--- config.mk ---
export PLATFORM = sky130hd
export DESIGN_NAME = fifo_wr_arbiter_flat
export DESIGN_NICKNAME = d
export VERILOG_FILES = /design/src/rtl/fifo_wr_arbiter_pkg.sv /design/src/rtl/fifo_wr_arbiter_if.sv /design/src/rtl/fifo_wr_arbiter_rr_arbiter.sv /design/src/rtl/fifo_wr_arbiter.sv /design/src/flat_wrapper.sv
export SDC_FILE = /design/constraint.sdc
export NUM_CORES = 1
export LEC_CHECK = 0
export ABC_AREA = 1
export BUFFER_PORTS_ARGS = -buffer_cell sky130_fd_sc_hd__buf_4
export CORE_UTILIZATION = 45
export CTS_CLUSTER_DIAMETER = 150
export DETAILED_ROUTE_END_ITERATION = 16
export MAX_ROUTING_LAYER = met4
export PLACE_DENSITY = 0.75
export SETUP_SLACK_MARGIN = 0.05
export SLEW_MARGIN = 40
export SYNTH_ARGS = -nofsm -noshare
export SYNTH_HDL_FRONTEND = slang
export SYNTH_HIERARCHICAL = 1
export SYNTH_SLANG_ARGS = --single-unit
export TNS_END_PERCENT = 30
--- constraint.sdc ---
create_clock -name i_Clk -period 3.6 [get_ports i_Clk]
set_input_delay 0.72 -clock i_Clk [delete_from_list [all_inputs] [get_ports i_Clk]]
set_output_delay 0.72 -clock i_Clk [all_outputs]
set_load 0.005 [all_outputs]
--- src/rtl/fifo_wr_arbiter_pkg.sv ---
// Shared types and sizing helpers for the round-robin FIFO write arbiter.
package fifo_pkg;

  // Pointer width: address bits plus one wrap bit.
  function automatic int unsigned ptr_w(input int unsigned depth);
    return depth + 1;
  endfunction

  // Width of a requester index.
  function automatic int unsigned gid_w(input int unsigned num_req);
    return (num_req < 2) ? 1 : $clog2(num_req);
  endfunction

  // Reset value of the last-grant register, so requester 0 is searched first.
  function automatic int unsigned rr_reset_last(input int unsigned num_req);
    return num_req - 1;
  endfunction

endpackage

--- src/rtl/fifo_wr_arbiter_if.sv ---
// Requester/consumer/RAM-side bundle of the FIFO write arbiter.
// Optional: FIFO_ARB_UNDERFLOW_ERR_EN adds the underflow status signals.
interface fifo_wr_arbiter_if #(
  parameter int unsigned WIDTH   = 8,
  parameter int unsigned DEPTH   = 4,
  parameter int unsigned NUM_REQ = 4
);
  import fifo_pkg::*;

  localparam int unsigned GID_W = gid_w(NUM_REQ);

  logic [NUM_REQ-1:0]       i_Req_Valid;
  logic [NUM_REQ*WIDTH-1:0] i_Req_Data;
  logic [NUM_REQ-1:0]       o_Req_Ready;
  logic                     i_RD_En;
  logic                     o_WR_En;
  logic [DEPTH-1:0]         o_WR_Addr;
  logic [WIDTH-1:0]         o_WR_Data;
  logic [DEPTH-1:0]         o_RD_Addr;
  logic                     o_Full;
  logic                     o_Empty;
  logic [DEPTH:0]           o_Count;
  logic [GID_W-1:0]         o_Grant_Id;
`ifdef FIFO_ARB_UNDERFLOW_ERR_EN
  logic                     o_Underflow;
  logic [7:0]               o_Underflow_Cnt;
`endif

  // Environment side: requesters, consumer and RAM.
  modport master (
    output i_Req_Valid, i_Req_Data, i_RD_En,
    input  o_Req_Ready, o_WR_En, o_WR_Addr, o_WR_Data, o_RD_Addr,
           o_Full, o_Empty, o_Count, o_Grant_Id
`ifdef FIFO_ARB_UNDERFLOW_ERR_EN
           , o_Underflow, o_Underflow_Cnt
`endif
  );

  // Controller side.
  modport slave (
    input  i_Req_Valid, i_Req_Data, i_RD_En,
    output o_Req_Ready, o_WR_En, o_WR_Addr, o_WR_Data, o_RD_Addr,
           o_Full, o_Empty, o_Count, o_Grant_Id
`ifdef FIFO_ARB_UNDERFLOW_ERR_EN
           , o_Underflow, o_Underflow_Cnt
`endif
  );

endinterface

--- src/rtl/fifo_wr_arbiter_rr_arbiter.sv ---
// One-hot round-robin grant with a last-grant register updated on accept.
module rr_arbiter
  import fifo_pkg::*;
#(
  parameter int unsigned NUM_REQ = 4
) (
  input  logic                            clk_i,
  input  logic                            rst_ni,
  input  logic [NUM_REQ-1:0]              req_valid_i,
  input  logic                            grant_en_i,
  output logic [NUM_REQ-1:0]              grant_oh_o,
  output logic [gid_w(NUM_REQ)-1:0]       grant_id_o,
  output logic                            accept_o
);

  localparam int unsigned GID_W = gid_w(NUM_REQ);

  logic [GID_W-1:0] last_q;
  logic [GID_W-1:0] last_d;
  logic             found;
  int unsigned      idx;
  logic [GID_W-1:0] cand;

  // Search from last_q+1 (mod NUM_REQ) for the first valid requester.
  always_comb begin
    grant_oh_o = '0;
    grant_id_o = '0;
    found      = 1'b0;
    idx        = 0;
    cand       = '0;
    for (int unsigned i = 0; i < NUM_REQ; i++) begin
      idx  = (32'(last_q) + 32'd1 + i) % NUM_REQ;
      cand = GID_W'(idx);
      if (!found && req_valid_i[cand]) begin
        found      = 1'b1;
        grant_id_o = cand;
        if (grant_en_i) begin
          grant_oh_o[cand] = 1'b1;
        end
      end
    end
  end

  assign accept_o = |(grant_oh_o & req_valid_i);
  assign last_d   = accept_o ? grant_id_o : last_q;

  // Last-grant register; idle cycles leave it untouched.
  always_ff @(posedge clk_i) begin
    if (!rst_ni) begin
      last_q <= GID_W'(rr_reset_last(NUM_REQ));
    end else begin
      last_q <= last_d;
    end
  end

endmodule

--- src/rtl/fifo_wr_arbiter.sv ---
// FIFO write-port controller: round-robin requester arbitration, pointers and status.
// Optional: FIFO_ARB_UNDERFLOW_ERR_EN adds sticky underflow flag and saturating counter.
module fifo_wr_arbiter
  import fifo_pkg::*;
#(
  parameter int unsigned WIDTH   = 8,
  parameter int unsigned DEPTH   = 4,
  parameter int unsigned NUM_REQ = 4
) (
  input  logic             i_Clk,
  input  logic             i_Rst_n,
  fifo_wr_arbiter_if.slave bus
);

  localparam int unsigned PTR_W = ptr_w(DEPTH);
  localparam int unsigned GID_W = gid_w(NUM_REQ);

  logic [PTR_W-1:0]   wr_ptr_q, wr_ptr_d;
  logic [PTR_W-1:0]   rd_ptr_q, rd_ptr_d;
  logic [PTR_W-1:0]   count_q, count_d;
  logic               full_q, full_d;
  logic               empty_q, empty_d;
  logic [NUM_REQ-1:0] grant_oh;
  logic [GID_W-1:0]   grant_id;
  logic               push;
  logic               pop;
  logic [WIDTH-1:0]   wr_data;

  // Grants are suppressed while full or in reset.
  rr_arbiter #(
    .NUM_REQ (NUM_REQ)
  ) u_rr_arbiter (
    .clk_i       (i_Clk),
    .rst_ni      (i_Rst_n),
    .req_valid_i (bus.i_Req_Valid),
    .grant_en_i  (i_Rst_n & ~full_q),
    .grant_oh_o  (grant_oh),
    .grant_id_o  (grant_id),
    .accept_o    (push)
  );

  // Select the winning requester's data word.
  always_comb begin
    wr_data = '0;
    for (int unsigned k = 0; k < NUM_REQ; k++) begin
      if (GID_W'(k) == grant_id) begin
        wr_data = bus.i_Req_Data[k*WIDTH +: WIDTH];
      end
    end
  end

  assign pop = bus.i_RD_En & ~empty_q;

  // Next pointers and status derived from the post-edge pointer pair.
  always_comb begin
    wr_ptr_d = wr_ptr_q + PTR_W'(push);
    rd_ptr_d = rd_ptr_q + PTR_W'(pop);
    full_d   = (wr_ptr_d[DEPTH] != rd_ptr_d[DEPTH]) &&
               (wr_ptr_d[DEPTH-1:0] == rd_ptr_d[DEPTH-1:0]);
    empty_d  = (wr_ptr_d == rd_ptr_d);
    count_d  = wr_ptr_d - rd_ptr_d;
  end

  // Pointer and status registers.
  always_ff @(posedge i_Clk) begin
    if (!i_Rst_n) begin
      wr_ptr_q <= '0;
      rd_ptr_q <= '0;
      count_q  <= '0;
      full_q   <= 1'b0;
      empty_q  <= 1'b1;
    end else begin
      wr_ptr_q <= wr_ptr_d;
      rd_ptr_q <= rd_ptr_d;
      count_q  <= count_d;
      full_q   <= full_d;
      empty_q  <= empty_d;
    end
  end

  assign bus.o_Req_Ready = grant_oh;
  assign bus.o_WR_En     = push;
  assign bus.o_WR_Data   = wr_data;
  assign bus.o_Grant_Id  = grant_id;
  assign bus.o_WR_Addr   = wr_ptr_q[DEPTH-1:0];
  assign bus.o_RD_Addr   = rd_ptr_q[DEPTH-1:0];
  assign bus.o_Full      = full_q;
  assign bus.o_Empty     = empty_q;
  assign bus.o_Count     = count_q;

`ifdef FIFO_ARB_UNDERFLOW_ERR_EN
  logic       underflow_q;
  logic [7:0] underflow_cnt_q;

  // Sticky flag and saturating count of reads attempted while empty.
  always_ff @(posedge i_Clk) begin
    if (!i_Rst_n) begin
      underflow_q     <= 1'b0;
      underflow_cnt_q <= '0;
    end else if (bus.i_RD_En && empty_q) begin
      underflow_q <= 1'b1;
      if (underflow_cnt_q != 8'hFF) begin
        underflow_cnt_q <= underflow_cnt_q + 8'd1;
      end
    end
  end

  assign bus.o_Underflow     = underflow_q;
  assign bus.o_Underflow_Cnt = underflow_cnt_q;
`endif

endmodule

--- src/flat_wrapper.sv ---
// flat-port wrapper written by rule: the top's interface ports become plain ports
module fifo_wr_arbiter_flat import fifo_pkg::*;
#(
  parameter int unsigned WIDTH   = 8,
  parameter int unsigned DEPTH   = 4,
  parameter int unsigned NUM_REQ = 4
)
  (i_Clk, i_Rst_n, bus_i_Req_Valid, bus_i_Req_Data, bus_i_RD_En, bus_o_Req_Ready, bus_o_WR_En, bus_o_WR_Addr, bus_o_WR_Data, bus_o_RD_Addr, bus_o_Full, bus_o_Empty, bus_o_Count, bus_o_Grant_Id);
  fifo_wr_arbiter_if #(.WIDTH(WIDTH), .DEPTH(DEPTH), .NUM_REQ(NUM_REQ)) bus_i ();
  input  logic i_Clk;
  input  logic i_Rst_n;
  input wire logic [$bits(bus_i.i_Req_Valid)-1:0] bus_i_Req_Valid;
  input wire logic [$bits(bus_i.i_Req_Data)-1:0] bus_i_Req_Data;
  input wire logic [$bits(bus_i.i_RD_En)-1:0] bus_i_RD_En;
  output wire logic [$bits(bus_i.o_Req_Ready)-1:0] bus_o_Req_Ready;
  output wire logic [$bits(bus_i.o_WR_En)-1:0] bus_o_WR_En;
  output wire logic [$bits(bus_i.o_WR_Addr)-1:0] bus_o_WR_Addr;
  output wire logic [$bits(bus_i.o_WR_Data)-1:0] bus_o_WR_Data;
  output wire logic [$bits(bus_i.o_RD_Addr)-1:0] bus_o_RD_Addr;
  output wire logic [$bits(bus_i.o_Full)-1:0] bus_o_Full;
  output wire logic [$bits(bus_i.o_Empty)-1:0] bus_o_Empty;
  output wire logic [$bits(bus_i.o_Count)-1:0] bus_o_Count;
  output wire logic [$bits(bus_i.o_Grant_Id)-1:0] bus_o_Grant_Id;
  assign bus_i.i_Req_Valid = bus_i_Req_Valid;
  assign bus_i.i_Req_Data = bus_i_Req_Data;
  assign bus_i.i_RD_En = bus_i_RD_En;
  assign bus_o_Req_Ready = bus_i.o_Req_Ready;
  assign bus_o_WR_En = bus_i.o_WR_En;
  assign bus_o_WR_Addr = bus_i.o_WR_Addr;
  assign bus_o_WR_Data = bus_i.o_WR_Data;
  assign bus_o_RD_Addr = bus_i.o_RD_Addr;
  assign bus_o_Full = bus_i.o_Full;
  assign bus_o_Empty = bus_i.o_Empty;
  assign bus_o_Count = bus_i.o_Count;
  assign bus_o_Grant_Id = bus_i.o_Grant_Id;
  fifo_wr_arbiter #(.WIDTH(WIDTH), .DEPTH(DEPTH), .NUM_REQ(NUM_REQ)) u_core (.i_Clk(i_Clk), .i_Rst_n(i_Rst_n), .bus(bus_i));
endmodule
==> impl_metrics.tcl <==
set metrics [dict create \
    via_per_inst 4.91 \
    synth_common_cells "nand2_1 (75), inv_1 (39), nor2_1 (30)" \
    synth_edf_count 0 \
    min_from "u_core/u_rr_arbiter/last_q[1]$_SDFFE_PN1P_" \
    tritoncts "yes" \
    yosys.area.top_type "dfxtp_1" \
    start_util_pct 47.3 \
    power_leakage_nw 1.37 \
    firstDrtPassIters 4 \
    first_global_vias 1719 \
    whs_ns 0.536 \
    fin_cells 398 \
    drive_above_1_share_pct 34.0 \
    drt-total-wl_um 4590 \
    layout.nets 403 \
    clk_pin_slew_ns 0.07 \
    ys_seq_elements 19 \
    synthMostInstantiatedCell "nand2_1" \
    final_area_um2 2430 \
    max-slew-margin-rel_pct 77.0 \
    drc_errors 0 \
    antenna_cells 0 \
    insertion_delay_ns 0.25 \
    gp_congestion 0.961 \
    synth.distinct_cells 29 \
    dr_total_vias 1953 \
    nFillCells 357 \
    hold_viol 0 \
    die_h_um 64.5 \
    cts-root-buf "clkbuf_8" \
    die_x_um 64.5 \
    fmaxAchievable_mhz 296 \
    wl_per_cell_um 11.5 \
    slew_violations 0 \
    worst_pin_slew_ns 0.342 \
    synth_area_um2 1760 \
    cp_max_fo 10 \
    finalCriticalPeriod_ns 3.37 \
    cp-end-kind "output port" \
    crit_start "u_core/u_rr_arbiter/last_q[0]$_SDFFE_PN1P_" \
    ant_nets 0 \
    worst_slack_ns 0.225 \
    maxCapViolations 0 \
    yosys_warnings 6 \
    antenna_found_initial 0 \
    synth_fp_nets 329 \
    htree_levels 1 \
    startpoint_type "flop" \
    setup_viol 0 \
    track_usage_pct 23.1 \
    cts_made_buffers 3 \
    dp_cells 393 \
    fin_skew_ns 0.00150 \
    reg2reg_from "u_core/u_rr_arbiter/last_q[1]$_SDFFE_PN1P_" \
    pre_cts_ws_ns 0.0800 \
    cts_buffer_depth 2 \
    setup_tns_ns 0 \
    place_hpwl_um 3780 \
    initialDrtViolationCount 110 \
    row_count 22 \
    hold_class "flop to flop" \
    fin_crit_sh_pct 93.7 \
    cts_setup_buffers 0 \
    r2r_slack_ns 0.32 \
    power_density_nw_per_um2 1050 \
    clkSinkCount 19 \
    area_growth_pct 38.6 \
    avgSynthCellArea_um2 6.34 \
    grt_pass1_wl_um 7530 \
    seq_area_frac_synth_pct 21.7 \
    dieArea_um2 4160 \
    core_um2 3720 \
    port_buffers 68 \
    grt_max_degree 12 \
    peakVddDrop_v 0.000818 \
    postPlaceCellArea_um2 2340 \
    async_flop_share_pct 0 \
    rsz0062_at_grt "no" \
    critPathRequiredTime_ns 2.88 \
    worstSetupPathType "flop to output port" \
    synth.area.top_cells "dfxtp_1 (22%), nand2_1 (16%), ha_1 (9.3%), inv_1 (8.3%), nand3_1 (8.0%)" \
    ys.flop_type "dfxtp_1" \
    io_pins 69 \
    grt-ovfl-total 0 \
    status "finished clean" \
    crit_arrival_ns 2.65 \
    synth_top_area_share_pct 21.7 \
    syn_inst 277 \
]
## registers in the layout, summed over array words and instances, names as in the netlist
name / count
u_core/bus.o_Count: 5
u_core/rd_ptr_q: 5
u_core/bus.o_Empty: 1
u_core/bus.o_Full: 1
u_core/wr_ptr_q: 5
u_core/u_rr_arbiter/last_q: 2
## logic make-up (layout without fill, tap and decap cells)
kind of cell / after synthesis / after routing / synth area share [%]
AO/OA/AOI/OAI: 24 / 24 / 9.05
XOR/XNOR: 6 / 6 / 2.99
adder cells (fa/ha/maj): 13 / 13 / 9.26
buffers and inverters: 51 / 123 / 12.7
flip-flops: 19 / 19 / 21.7
AND/OR/NAND/NOR: 164 / 165 / 44.4
## area by class of cell
cell class / instances / area, µm² / area share, %
Multi-Input combinational cell: 208 / 1200 / 49.3
Timing Repair Buffer: 79 / 593 / 24.4
Sequential cell: 19 / 384 / 15.8
Inverter: 40 / 153 / 6.27
Tap cell: 48 / 60.1 / 2.47
Clock buffer: 4 / 45.0 / 1.85
## cells in the final DEF (no fill, tap or decap), types with 2 or more instances in the layout
master | Yosys | routed
nand2_1 | 75 | 75
xnor2_1 | 3 | 3
ha_1 | 13 | 10
dfxtp_1 | 19 | 18
o21ai_0 | 2 | 2
nor2_1 | 30 | 27
nand3_2 | 6 | 6
buf_4 | 8 | 79
nor2_2 | 2 | 5
ha_4 | 0 | 2
inv_1 | 39 | 38
a21oi_1 | 11 | 11
xor2_1 | 3 | 3
a221oi_1 | 3 | 3
a21oi_2 | 4 | 4
nand3_1 | 28 | 28
nand3b_1 | 4 | 4
nor2_4 | 3 | 4
clkbuf_8 | 0 | 3
nand4_1 | 6 | 6
nand2_2 | 7 | 7
## per-layer routing
layer	vias up	track usage (%)	wire length (µm)
met5	-	-	0
met4	0	4.44	30
met3	4	3.87	203
met2	60	38.4	2230
met1	861	29.5	2120
li1	1028	-	-
## critical path: stages (launching register included)
cell and delay [ns]:
dfxtp_1 0.38, inv_4 0.09, ha_4 0.29, inv_1 0.08, nand3_2 0.13, nand2_4 0.10, nor2_4 0.19, nor2_1 0.06
a22o_2 0.24, inv_1 0.12, nor2_1 0.08, buf_4 0.15, a221oi_1 0.24, a21oi_1 0.11, buf_4 0.15
## report_power, final
| part | internal (W) | switching, W |
|---|---|---|
| registers | 0.000263 | 0.0000336 |
| logic | 0.000997 | 0.00112 |
| clock network | 0.0000786 | 0.0000658 |
## final timing paths
| kind | cells past startpoint | end |
|---|---|---|
| setup / recovery | 14 | bus_o_WR_Data[5] |
| hold / removal | 2 | u_core/u_rr_arbiter/last_q[1]$_SDFFE_PN1P_ |
| setup reg to reg | 24 | u_core/bus.o_Count[4]$_SDFF_PN0_ |
| hold reg to reg | 2 | u_core/u_rr_arbiter/last_q[1]$_SDFFE_PN1P_ |
## metrics by stage
step / total power (W) / util, %
2_1_floorplan: 0.00145 / -
3_3_place_gp: 0.00233 / 62.9
3_5_place_dp: 0.00235 / 62.9
4_1_cts: 0.00251 / 64.1
5_1_grt: 0.00282 / 65.5
6_report: 0.00256 / 65.5
## repair_timing
item / 4_1_cts / 5_1_grt
hold buffers: 0 / 0
pin swaps: 1 / 1
resized for setup: 1 / 10
endpoints found under the setup margin: 3 / 13
cloned: 0 / 1
(Power assumes the default switching activity.)
